**src/rtl/mem_bridge_pkg.sv**
```systemverilog
// ----------------------------------------------------------------------------
// mem_bridge_pkg
// Shared definitions for the word-to-block memory bridge:
//   - state_t    : bridge FSM state encoding
//   - BLOCK_W    : memory block width in bits (256)
//   - WORD_W     : CPU word width in bits (32)
//   - WORDS      : words per block
//   - WIDX_W     : width of the word index inside a block
//   - block_word : extracts word n (bits [32n+31:32n]) from a block
// ----------------------------------------------------------------------------
package mem_bridge_pkg;

  localparam int BLOCK_W = 256;
  localparam int WORD_W  = 32;
  localparam int WORDS   = BLOCK_W / WORD_W;
  localparam int WIDX_W  = $clog2(WORDS);

  typedef enum logic [2:0] {
    IDLE = 3'd0,
    RD   = 3'd1,
    CAP  = 3'd2,
    RSP  = 3'd3,
    WR   = 3'd4
  } state_t;

  function automatic logic [WORD_W-1:0] block_word(
    input logic [BLOCK_W-1:0] blk,
    input logic [WIDX_W-1:0]  idx
  );
    return blk[idx*WORD_W +: WORD_W];
  endfunction

endpackage

```
**src/rtl/block_word_merge.sv**
```systemverilog
// ----------------------------------------------------------------------------
// block_word_merge
// Purely combinational byte-enable merge of one CPU word into a memory block.
// Ports:
//   block_i    : original block
//   word_idx_i : which word of the block is addressed
//   wdata_i    : store data
//   be_i       : byte enables, bit b covers wdata_i[8b+7:8b]
//   block_o    : block with the enabled bytes of the addressed word replaced
// ----------------------------------------------------------------------------
module block_word_merge
  import mem_bridge_pkg::*;
(
  input  logic [BLOCK_W-1:0]  block_i,
  input  logic [WIDX_W-1:0]   word_idx_i,
  input  logic [WORD_W-1:0]   wdata_i,
  input  logic [WORD_W/8-1:0] be_i,
  output logic [BLOCK_W-1:0]  block_o
);

  for (genvar w = 0; w < WORDS; w++) begin : g_word
    localparam logic [WIDX_W-1:0] W_IDX = WIDX_W'(w);
    for (genvar b = 0; b < WORD_W / 8; b++) begin : g_byte
      assign block_o[w*WORD_W + b*8 +: 8] =
        ((word_idx_i == W_IDX) && be_i[b]) ? wdata_i[b*8 +: 8]
                                           : block_i[w*WORD_W + b*8 +: 8];
    end
  end

endmodule

```
**src/rtl/block_mem_bridge.sv**
```systemverilog
// ----------------------------------------------------------------------------
// block_mem_bridge
// Bridges single 32-bit CPU load/store requests onto a 256-bit block memory.
// Every access reads the whole block (readmem), then either returns the
// addressed word (load) or writes back the byte-merged block (store).
//
// Optional feature, macro BLOCK_BUF_EN: a one-entry block buffer (data, tag,
// valid). Loads that hit it complete one cycle after acceptance with no
// memory read. Stores always write through and refresh the buffer.
//
// Ports:
//   clk, reset_n          : clock, asynchronous active-low reset
//   req_valid / req_ready : CPU request handshake. A request is taken on a
//                           rising edge where both are high. req_ready is high
//                           only in IDLE; req_valid is ignored elsewhere and
//                           nothing is queued.
//   req_write, req_addr, req_wdata, req_be : request payload
//   rsp_valid, rsp_rdata  : one-cycle completion pulse and load data (no
//                           backpressure)
//   block_addr            : block index, req_addr[BLOCK_ADDR_W+4:5]
//   readmem, writemem     : block memory read / write strobes
//   data_write, data_read : block write data / block read data (data_read is
//                           valid the cycle after readmem)
//   dbg_state             : current FSM state for observation
// ----------------------------------------------------------------------------
module block_mem_bridge
  import mem_bridge_pkg::*;
#(
  parameter int BLOCK_ADDR_W = 9
) (
  input  logic                    clk,
  input  logic                    reset_n,
  input  logic                    req_valid,
  output logic                    req_ready,
  input  logic                    req_write,
  input  logic [31:0]             req_addr,
  input  logic [WORD_W-1:0]       req_wdata,
  input  logic [WORD_W/8-1:0]     req_be,
  output logic                    rsp_valid,
  output logic [WORD_W-1:0]       rsp_rdata,
  output logic [BLOCK_ADDR_W-1:0] block_addr,
  output logic                    readmem,
  output logic                    writemem,
  output logic [BLOCK_W-1:0]      data_write,
  input  logic [BLOCK_W-1:0]      data_read,
  output state_t                  dbg_state
);

  state_t                  state_q;
  logic                    write_q;
  logic [WIDX_W-1:0]       widx_q;
  logic [WORD_W-1:0]       wdata_q;
  logic [WORD_W/8-1:0]     be_q;
  logic [BLOCK_ADDR_W-1:0] block_addr_q;
  logic                    readmem_q;
  logic                    writemem_q;
  logic                    rsp_valid_q;
  logic [WORD_W-1:0]       rsp_rdata_q;
  logic [BLOCK_W-1:0]      data_write_q;
  logic [BLOCK_W-1:0]      merged;

`ifdef BLOCK_BUF_EN
  logic [BLOCK_W-1:0]      buf_q;
  logic [BLOCK_ADDR_W-1:0] buf_tag_q;
  logic                    buf_valid_q;
  logic                    buf_hit;

  assign buf_hit = buf_valid_q && !req_write &&
                   (buf_tag_q == req_addr[BLOCK_ADDR_W+4:5]);
`endif

  // Byte offset bits and address bits above the block index carry no meaning
  // for this bridge (assumes BLOCK_ADDR_W + 5 <= 31).
  logic unused_addr_bits;
  assign unused_addr_bits = ^{req_addr[1:0], req_addr[31:BLOCK_ADDR_W+5]};

  // The merge always sees the block that memory returns during CAP.
  block_word_merge u_merge (
    .block_i    (data_read),
    .word_idx_i (widx_q),
    .wdata_i    (wdata_q),
    .be_i       (be_q),
    .block_o    (merged)
  );

  // Every output below is a register except req_ready, a direct state decode.
  always_ff @(posedge clk or negedge reset_n) begin
    if (!reset_n) begin
      state_q      <= IDLE;
      write_q      <= 1'b0;
      widx_q       <= '0;
      wdata_q      <= '0;
      be_q         <= '0;
      block_addr_q <= '0;
      readmem_q    <= 1'b0;
      writemem_q   <= 1'b0;
      rsp_valid_q  <= 1'b0;
      rsp_rdata_q  <= '0;
      data_write_q <= '0;
`ifdef BLOCK_BUF_EN
      buf_q        <= '0;
      buf_tag_q    <= '0;
      buf_valid_q  <= 1'b0;
`endif
    end else begin
      // Strobes are single-cycle; default them low every cycle.
      readmem_q   <= 1'b0;
      writemem_q  <= 1'b0;
      rsp_valid_q <= 1'b0;

      unique case (state_q)
        IDLE: begin
          if (req_valid) begin
            write_q      <= req_write;
            widx_q       <= req_addr[4:2];
            wdata_q      <= req_wdata;
            be_q         <= req_be;
            block_addr_q <= req_addr[BLOCK_ADDR_W+4:5];
`ifdef BLOCK_BUF_EN
            if (buf_hit) begin
              // Load served from the buffer: skip the memory read entirely.
              state_q     <= RSP;
              rsp_valid_q <= 1'b1;
              rsp_rdata_q <= block_word(buf_q, req_addr[4:2]);
            end else
`endif
            begin
              state_q   <= RD;
              readmem_q <= 1'b1;
            end
          end
        end

        RD: begin
          // readmem is high in this cycle; data_read arrives during CAP.
          state_q <= CAP;
        end

        CAP: begin
          rsp_valid_q <= 1'b1;
          if (write_q) begin
            // be == 0 still writes the block back, just unchanged.
            data_write_q <= merged;
            writemem_q   <= 1'b1;
            state_q      <= WR;
          end else begin
            rsp_rdata_q <= block_word(data_read, widx_q);
            state_q     <= RSP;
          end
`ifdef BLOCK_BUF_EN
          buf_q       <= write_q ? merged : data_read;
          buf_tag_q   <= block_addr_q;
          buf_valid_q <= 1'b1;
`endif
        end

        RSP, WR: begin
          state_q <= IDLE;
        end

        default: begin
          state_q <= IDLE;
        end
      endcase
    end
  end

  assign req_ready  = (state_q == IDLE);
  assign rsp_valid  = rsp_valid_q;
  assign rsp_rdata  = rsp_rdata_q;
  assign block_addr = block_addr_q;
  assign readmem    = readmem_q;
  assign writemem   = writemem_q;
  assign data_write = data_write_q;
  assign dbg_state  = state_q;

endmodule

```
**config.mk**
```make
export PLATFORM = sky130hd
export DESIGN_NAME = block_mem_bridge
export DESIGN_NICKNAME = d
export VERILOG_FILES = /design/src/rtl/mem_bridge_pkg.sv /design/src/rtl/block_word_merge.sv /design/src/rtl/block_mem_bridge.sv
export SDC_FILE = /design/constraint.sdc
export NUM_CORES = 1
export LEC_CHECK = 0
export ABC_AREA = 1
export BUFFER_PORTS_ARGS = -buffer_cell sky130_fd_sc_hd__buf_2
export CAP_MARGIN = 10
export CORE_AREA = 2 2 243 245
export CTS_CLUSTER_SIZE = 40
export DETAILED_ROUTE_END_ITERATION = 12
export DIE_AREA = 0 0 245 247
export HOLD_SLACK_MARGIN = 0.1
export PLACE_DENSITY_LB_ADDON = 0.25
export SLEW_MARGIN = 20
export SYNTH_ARGS = -nofsm -noshare
export SYNTH_HDL_FRONTEND = slang
export SYNTH_HIERARCHICAL = 1
export SYNTH_SLANG_ARGS = --single-unit
```
**constraint.sdc**
```tcl
create_clock -name clk -period 1.35 [get_ports clk]
set_input_delay 0.27 -clock clk [delete_from_list [all_inputs] [get_ports clk]]
set_output_delay 0.27 -clock clk [all_outputs]
set_load 0.02 [all_outputs]
```
# Word level (Yosys, flattened, before mapping)
# Cells that the tools add are included.
dict set report classes {
  eq_ne 10
  shift 1
  mux 40
  bitwise_logic 1
  n_reduce_logical 37
}
# operator count
set ops {}
lappend ops {{two-way mux 8 bit} 32}
lappend ops {{indexed part select 256 x 9 -> 32 bit} 1}
lappend ops {{logical AND 1 bit} 32}
lappend ops {{equality test 3 bit, second input constant} 4}
lappend ops {{equality test 3 x 2 -> 1 bit, second input constant} 3}
lappend ops {{case mux 3 bit (3 select lines)} 1}
lappend ops {{equality test 3 x 1 -> 1 bit, second input constant} 2}
lappend ops {{zero test 3 bit} 2}
lappend ops {{two-way mux 3 bit} 2}
lappend ops {{AND reduction 2 bit} 3}
lappend ops {{two-way mux 1 bit} 5}
lappend ops {{!= test 2 bit, second input constant} 1}
lappend ops {{inverter 1 bit} 1}
dict set report word_totals {
  reg_bits 343
}

# Longest topological paths before layout
# Gate-level depths: netlist (run 1).
dict set report logic_depth {
  depth_word 3
  depth_mapped 9
  depth_no_buf 7
}

# By module
# Netlist (run 1), hierarchy kept.
# module instances cells_each area_each_um2
set by_module_without_submodules {}
lappend by_module_without_submodules {block_mem_bridge 1 2164 15902.8}
lappend by_module_without_submodules {block_word_merge 1 925 4220.3}

# Worst setup path before layout (run 1)
# No wires, ideal clock.
dict set report synth_timing {
  path_type {reg2reg}
  start {reg state_q[2], in the netlist dbg_state[2]}
  end {reg block_addr_q[0], in the netlist block_addr[0]}
  arrival_ps 1377
  required_time_ps 1234
  slack_ps -144
  path_stages_with_launch 9
  n_path_buf 2
  period_less_slack_ps 1494
  path_cell_list {dfrtp_1 nor2_1 nand2_1 inv_1 nand2_1 buf_2 buf_2 nand2_1 nand2_1}
}
dict set report synth_via {
  elab_chain_cells 2
}
# item line_no
set synth_lines {}
lappend synth_lines {{from (decl)} block_mem_bridge.sv:49} ;# state_t state_q;
lappend synth_lines {{from (signal assigned)} block_mem_bridge.sv:89} ;# state_q <= IDLE;
lappend synth_lines {{from (signal assigned)} block_mem_bridge.sv:128} ;# state_q <= RD;
lappend synth_lines {{from (signal assigned)} block_mem_bridge.sv:136} ;# state_q <= CAP;
lappend synth_lines {{zero test 3 bit} n/a}
lappend synth_lines {{via req_ready} block_mem_bridge.sv:34} ;# output logic req_ready,
lappend synth_lines {{AND reduction 2 bit (no source line)} n/a}
lappend synth_lines {{to (signal assigned)} block_mem_bridge.sv:118} ;# block_addr_q <= req_addr[BLOCK_ADDR_W+4:5];
lappend synth_lines {{to (decl)} block_mem_bridge.sv:54} ;# logic [BLOCK_ADDR_W-1:0] block_addr_q;
# The timed path passes the listed nets, and every way through them passes these cells.
# A chain may end at the register's enable or synchronous reset.

# Worst setup path after layout (run 1)
dict set report layout_timing {
  start {reg state_q[0], in the netlist dbg_state[0]}
  end {out req_ready}
}
dict set report layout_via {
  elab_chain_cells 1
}
# item line_no
set layout_lines {}
lappend layout_lines {{zero test 3 bit} block_mem_bridge.sv:168} ;# assign req_ready = (state_q == IDLE);
lappend layout_lines {{to (decl)} block_mem_bridge.sv:34}
# No other way between the ends.

==> impl_metrics.tcl, run 1 <==
set metrics [dict create \
    status "complete, but fails checks" \
    violations "negative setup slack" \
    path_class "register to primary output" \
    finalCritPeriodShare_pct 132.7 \
    hold_violations 0 \
    holdCritPathClass "input port to async pin" \
    end_kind "primary output" \
    place_ws_ns -0.2698 \
    tightest_slew_ns 0.5385 \
    ant_nets 0 \
    fillers 5602 \
    clock-root-buffer "clkbuf_16" \
    antenna_found_initial 2 \
    yosysSeqAreaShare_pct 42.65 \
    cpPeakStageDelay_ns 0.42 \
    cts_buffer_depth 3 \
    wire_per_inst_um 19.99 \
    avgSynthCellArea_um2 6.514 \
    synthesis.nets 3417 \
    portBuffers 611 \
    worst_clock_skew_ns 0.02228 \
    drt-initial-drc-count 2337 \
    coreArea_um2 58240 \
    final_nets 4377 \
    slew_violations 0 \
    layout_setup_ws_ns -0.4416 \
    start_util_pct 34.55 \
    synth_top_area_share_pct 42.65 \
    cp_slowest_cell "dfrtp_2" \
    clock.fmax_mhz 558.2 \
    htreeDepth 2 \
    synthToLayoutAreaGrowth_pct 51.82 \
    fp.dieH_um 247 \
    via_per_inst 5.085 \
    wirelength_um 97080 \
    syn_inst 3089 \
    crit_buf_inv 4 \
    grt_pass1_wl_um 142000 \
    die_area_um2 60520 \
    place.gp.congestion 0.9445 \
    synth_top_area_cell "dfrtp_1" \
    cts.sinks 343 \
    arrival_ns 1.52 \
    ys_ff_latch 343 \
    yosysUniqueCellTypes 19 \
    max_slew_margin_pct 64.10 \
    synthTopCellsByArea "dfrtp_1, nand2_1, nand4_1" \
    ir_drop_mv 1.455 \
    startpoint_type "register" \
    dpl.hpwl_um 66880 \
    timing.hold.ws_ns 0.2550 \
    fin_cells 4856 \
    cp_common_cell "buf_6" \
    die_w_um 245 \
    cts_tree "done" \
    cts.clk_slew.worst_paths_ns 0.06 \
    placedCellCount 4450 \
    cp_top_family "flip-flops" \
    grt_max_degree 49 \
    ios 632 \
    cp_max_fo 2 \
    first_pass_iters 7 \
    fp-row-count 89 \
    clock_latency_ns 0.58 \
    crit_chain "nor2_4, buf_6, nand2_4, inv_4, buf_6, buf_6" \
    p_total_w 0.07283 \
    grt_use_total_pct 30.68 \
    leakage_nw 17.45 \
    grt_pass1_vias 23910 \
    vias 24690 \
    required_ns 1.08 \
    setup_violations 644 \
    drive_gt1_share_pct 23.06 \
    synth_area_um2 20120 \
    final_util_pct 52.46 \
    period_needed_ns 1.792 \
    mostFrequentLayoutCell "nand2_1" \
    gr-total-overflow 0 \
    synth-warning-count 6 \
    power_density_nw_per_um2 2384 \
    route.detailed.drc 0 \
    cts_made_buffers 43 \
    grt_setup_unrepaired "yes" \
    final_cell_mix "nand2_1, buf_2, dfrtp_1, dlygate4sd3_1, nand3_1" \
    cap_violations 0 \
]
-- synthesized netlist by cell type --
master / instances
nand3_4: 1
nor2_2: 3
buf_6: 12
nand2_1: 1850
buf_2: 96
buf_1: 15
nand4_1: 208
a21oi_1: 1
dfrtp_1: 343
nor2_4: 6
nor2_1: 3
clkbuf_2: 28
buf_4: 27
o21ai_0: 4
inv_1: 202
nand2_2: 1
clkbuf_1: 50
inv_2: 7
nand3_1: 232
-- metal layers --
layer | vias up | share of wire [%] | track usage [%]
met2 | 1381 | 46 | 49.77
li1 | 11520 | - | -
met5 | - | 0 | 0
met4 | 0 | 4.3 | 13.22
met3 | 250 | 8.8 | 5.351
met1 | 11540 | 41 | 40.26
-- per-stage QoR --
| step | setup TNS [ns] | instance area (um^2) |
|---|---|---|
| after global routing | -161.07 | 30550 |
| after floorplan | 0 | 20150 |
| after detailed placement | -62.94 | 25450 |
| after global placement | -59.65 | 25450 |
| after CTS | -145.38 | 30230 |
| final | -123.95 | 30550 |
-- worst paths after layout --
path	from	slack, ns	end	cells after the start
min	reset_n	0.25	data_write[0]	2
max	dbg_state[0]	-0.44	req_ready	6
max reg2reg	dbg_state[0]	-0.41	data_write[77]	10
max in group asynchronous	reset_n	0.49	data_write[236]	3
min in group clk	req_wdata[5]	0.44	wdata_q[5]	4
min reg2reg	data_write[70]	0.47	data_write[70]	2
-- area by class of cell --
| cell class | instances | area, um^2 | share of cell area, % |
|---|---|---|---|
| Multi-Input combinational cell | 2309 | 9602 | 31.43 |
| Timing Repair Buffer | 1142 | 9004 | 29.47 |
| Sequential cell | 343 | 8602 | 28.16 |
| Clock buffer | 63 | 1304 | 4.268 |
| Tap cell | 773 | 967.2 | 3.166 |
| Inverter | 209 | 827.0 | 2.707 |
| Clock inverter | 14 | 229.0 | 0.7495 |
| Timing Repair inverter | 1 | 11.26 | 0.03686 |
| Antenna cell | 2 | 5.005 | 0.01638 |
-- registers in the layout, summed over array words and instances, names as in the netlist --
| name | flops |
|---|---|
| data_write | 256 |
| rsp_rdata | 32 |
| wdata_q | 32 |
| block_addr | 9 |
| be_q | 4 |
| dbg_state | 3 |
| widx_q | 3 |
| readmem | 1 |
| rsp_valid | 1 |
| write_q | 1 |
| writemem | 1 |
-- cell families after synthesis --
kind of cell	share of synthesized area, %
buffers and inverters	9.874
DFF	42.65
AOI/OAI and AO/OA	0.1243
and+or+nand+nor	47.35
-- repair_timing --
item | 4_1_cts | 5_1_grt
endpoints found under the hold margin | 649 | 0
setup endpoints to repair | 645 | 646
cloned | 3 | 9
gates resized for setup | 15 | 24
setup buffers | 6 | 2
pin swaps | 2 | 1
hold buffers | 307 | 0
-- where the power goes --
group	total (W)	switching, W	leakage, nW	internal (W)
Sequential	0.0206	0.00518	4.19	0.0155
Clock	0.0127	0.00485	0.751	0.00782
Combinational	0.0395	0.0253	12.5	0.0143
Power figures use the tool's default switching activity.
==> run 2: changes to the inputs <==
--- a/config.mk
+++ b/config.mk
@@ -8,12 +8,12 @@
 export ABC_AREA = 1
 export BUFFER_PORTS_ARGS = -buffer_cell sky130_fd_sc_hd__buf_2
 export CAP_MARGIN = 10
-export CORE_AREA = 2 2 243 245
+export CORE_AREA = 2 2 245 247
 export CTS_CLUSTER_SIZE = 40
 export DETAILED_ROUTE_END_ITERATION = 12
-export DIE_AREA = 0 0 245 247
+export DIE_AREA = 0 0 247 249
 export HOLD_SLACK_MARGIN = 0.1
-export PLACE_DENSITY_LB_ADDON = 0.25
+export PLACE_DENSITY = 0.67
 export SLEW_MARGIN = 20
 export SYNTH_ARGS = -nofsm -noshare
 export SYNTH_HDL_FRONTEND = slang
==> constraint.sdc (replaced) <==
create_clock -name clk -period 1.9 [get_ports clk]
set_input_delay 0.38 -clock clk [delete_from_list [all_inputs] [get_ports clk]]
set_output_delay 0.38 -clock clk [all_outputs]
set_load 0.02 [all_outputs]
==> run 2 against run 1 <==
Effect of this change:
- the flow now finishes without violations
- register-to-register slack improved by 0.51 ns
- clock power down 35%
- first-iteration DRC count up 2.1%
- clock skew shrank 0.0022 ns
- clock-buffer cell count decreased by 1
- sequential share of layout area rose by 4.0 points
- critical path type unchanged
==> impl_metrics.tcl, run 2 (synthesized netlist as in run 1, its figures left out) <==
set metrics [dict create \
    final_nets 4054 \
    place.gp.congestion 0.9394 \
    portBuffers 611 \
    p_sw_share_pct 50.55 \
    power_density_nw_per_um2 1798 \
    dpl.hpwl_um 63760 \
    clock-root-buffer "clkbuf_16" \
    vias 23480 \
    worstRegToRegCells 8 \
    largest_register_ffs 256 \
    drive_gt1_share_pct 21.80 \
    first_pass_iters 5 \
    period_needed_ns 1.827 \
    htreeDepth 2 \
    pwr-share-clk_pct 17.3 \
    rr_endpoint "data_write[121]" \
    ant_nets 0 \
    cp_max_fo 3 \
    cap_violations 0 \
    fin_cells 4533 \
    gr-total-overflow 0 \
    status "completed" \
    min_path_cells 5 \
    tns_ns 0 \
    holdCritPathClass "input port to register" \
    r2r_slack_ns 0.10 \
    worst_clock_skew_ns 0.02012 \
    slew_violations 0 \
    antenna_found_initial 7 \
    via_per_inst 5.179 \
    pwr-share-comb_pct 52.7 \
    power_switching_w 0.02430 \
    leakage_nw 15.68 \
    wirelength_um 90670 \
    min_to "data_write[48]" \
    synthToLayoutAreaGrowth_pct 32.87 \
    tightest_slew_ns 0.8205 \
    power_frac_seq_pct 30.0 \
    cts.clk_slew.worst_paths_ns 0.06 \
    placed_cell_area_um2 24300 \
    end_kind "primary output" \
    cts_buffer_depth 3 \
    min-delay-start "data_read[48]" \
    path_class "register to primary output" \
    max_slew_margin_pct 45.30 \
    die_w_um 247 \
    r2r-start "widx_q[0]" \
    grt_max_degree 118 \
    hold_violations 0 \
    cts_tree "done" \
    ios 632 \
    startpoint_type "register" \
    required_ns 1.52 \
    post_cts_buffers 0 \
    cts.sinks 343 \
    fillers 6006 \
    fp.dieH_um 249 \
    p_int_w 0.02377 \
    route.detailed.drc 0 \
    die_area_um2 61500 \
    final_cell_mix "nand2_1, buf_2, dfrtp_1, nand3_1, nand4_1" \
    fin_area_um2 26740 \
    fp-row-count 89 \
    clock_latency_ns 0.58 \
    coreArea_um2 58690 \
    drt-initial-drc-count 2386 \
    grt_pass1_vias 22470 \
    start_util_pct 34.29 \
    setup_violations 0 \
    wire_per_inst_um 20.00 \
    ir_drop_mv 1.438 \
    finalCritPeriodShare_pct 96.16 \
    grt_pass1_wl_um 135400 \
    final_util_pct 45.56 \
    mostFrequentLayoutCell "nand2_1" \
    grt_use_total_pct 28.61 \
    cts_made_buffers 43 \
    clock.fmax_mhz 547.4 \
    placedCellCount 4353 \
    timing.hold.ws_ns 0.1224 \
    arrival_ns 1.45 \
]
-- run 2: final cells by class --
| class | count | area, um^2 | share of cell area, % |
|---|---|---|---|
| antenna | 7 | 17.52 | 0.06552 |
| timing repair buffer | 820 | 5368 | 20.08 |
| clock inverter | 10 | 107.6 | 0.4025 |
| multi-input combinational | 2309 | 9599 | 35.90 |
| sequential | 343 | 8600 | 32.16 |
| tap | 773 | 967.2 | 3.617 |
| inverter | 209 | 798.3 | 2.986 |
| clock buffer | 62 | 1280 | 4.787 |
-- run 2: power groups by stage --
stage | clock (W) | sequential (W) | combinational, W
finish | 0.00830 | 0.0144 | 0.0253
global route | 0.00870 | 0.0148 | 0.0274
CTS | 0.00841 | 0.0143 | 0.0252
detailed placement | 0 | 0.0143 | 0.0249
global placement | 0 | 0.0143 | 0.0247
floorplan | 0 | 0.0168 | 0.0120
-- run 2: critical path: stages, from the launching register on --
cell	delay, ns
dfrtp_1	0.41
nor2_2	0.16
nand2_2	0.08
inv_1	0.08
buf_4	0.14
-- run 2: layer usage --
metal	track usage (%)	share of wire, %
met1	37.97	41
met2	45.96	46
met3	5.484	9.4
met4	10.81	4.1
met5	0	0.024
-- run 2: timing repair --
item	4_1_cts	5_1_grt
hold endpoints to repair	204	0
resized for setup	0	7
endpoints found under the setup margin	0	23
hold buffers	101	0
-- run 2: worst max-delay path by stage --
stage / slack [ns] / end / cells after the start / from
after floorplan: 0.41 / block_addr[0] / 8 / dbg_state[2]
after global placement: 0.08 / data_write[236] / 8 / widx_q[0]
after detailed placement: 0.03 / data_write[236] / 8 / widx_q[0]
after CTS: 0.02 / req_ready / 4 / dbg_state[0]
after global routing: -0.0008 / req_ready / 4 / dbg_state[2]
final: 0.07 / req_ready / 4 / dbg_state[2]
-- run 2: metrics by stage --
stage | power (W) | setup WS (ns)
floorplan | 0.02873 | 0.4062
finish | 0.04806 | 0.07305
global placement | 0.03898 | 0.07553
detailed placement | 0.03922 | 0.03492
CTS | 0.04787 | 0.02151
global route | 0.05088 | -0.0008216
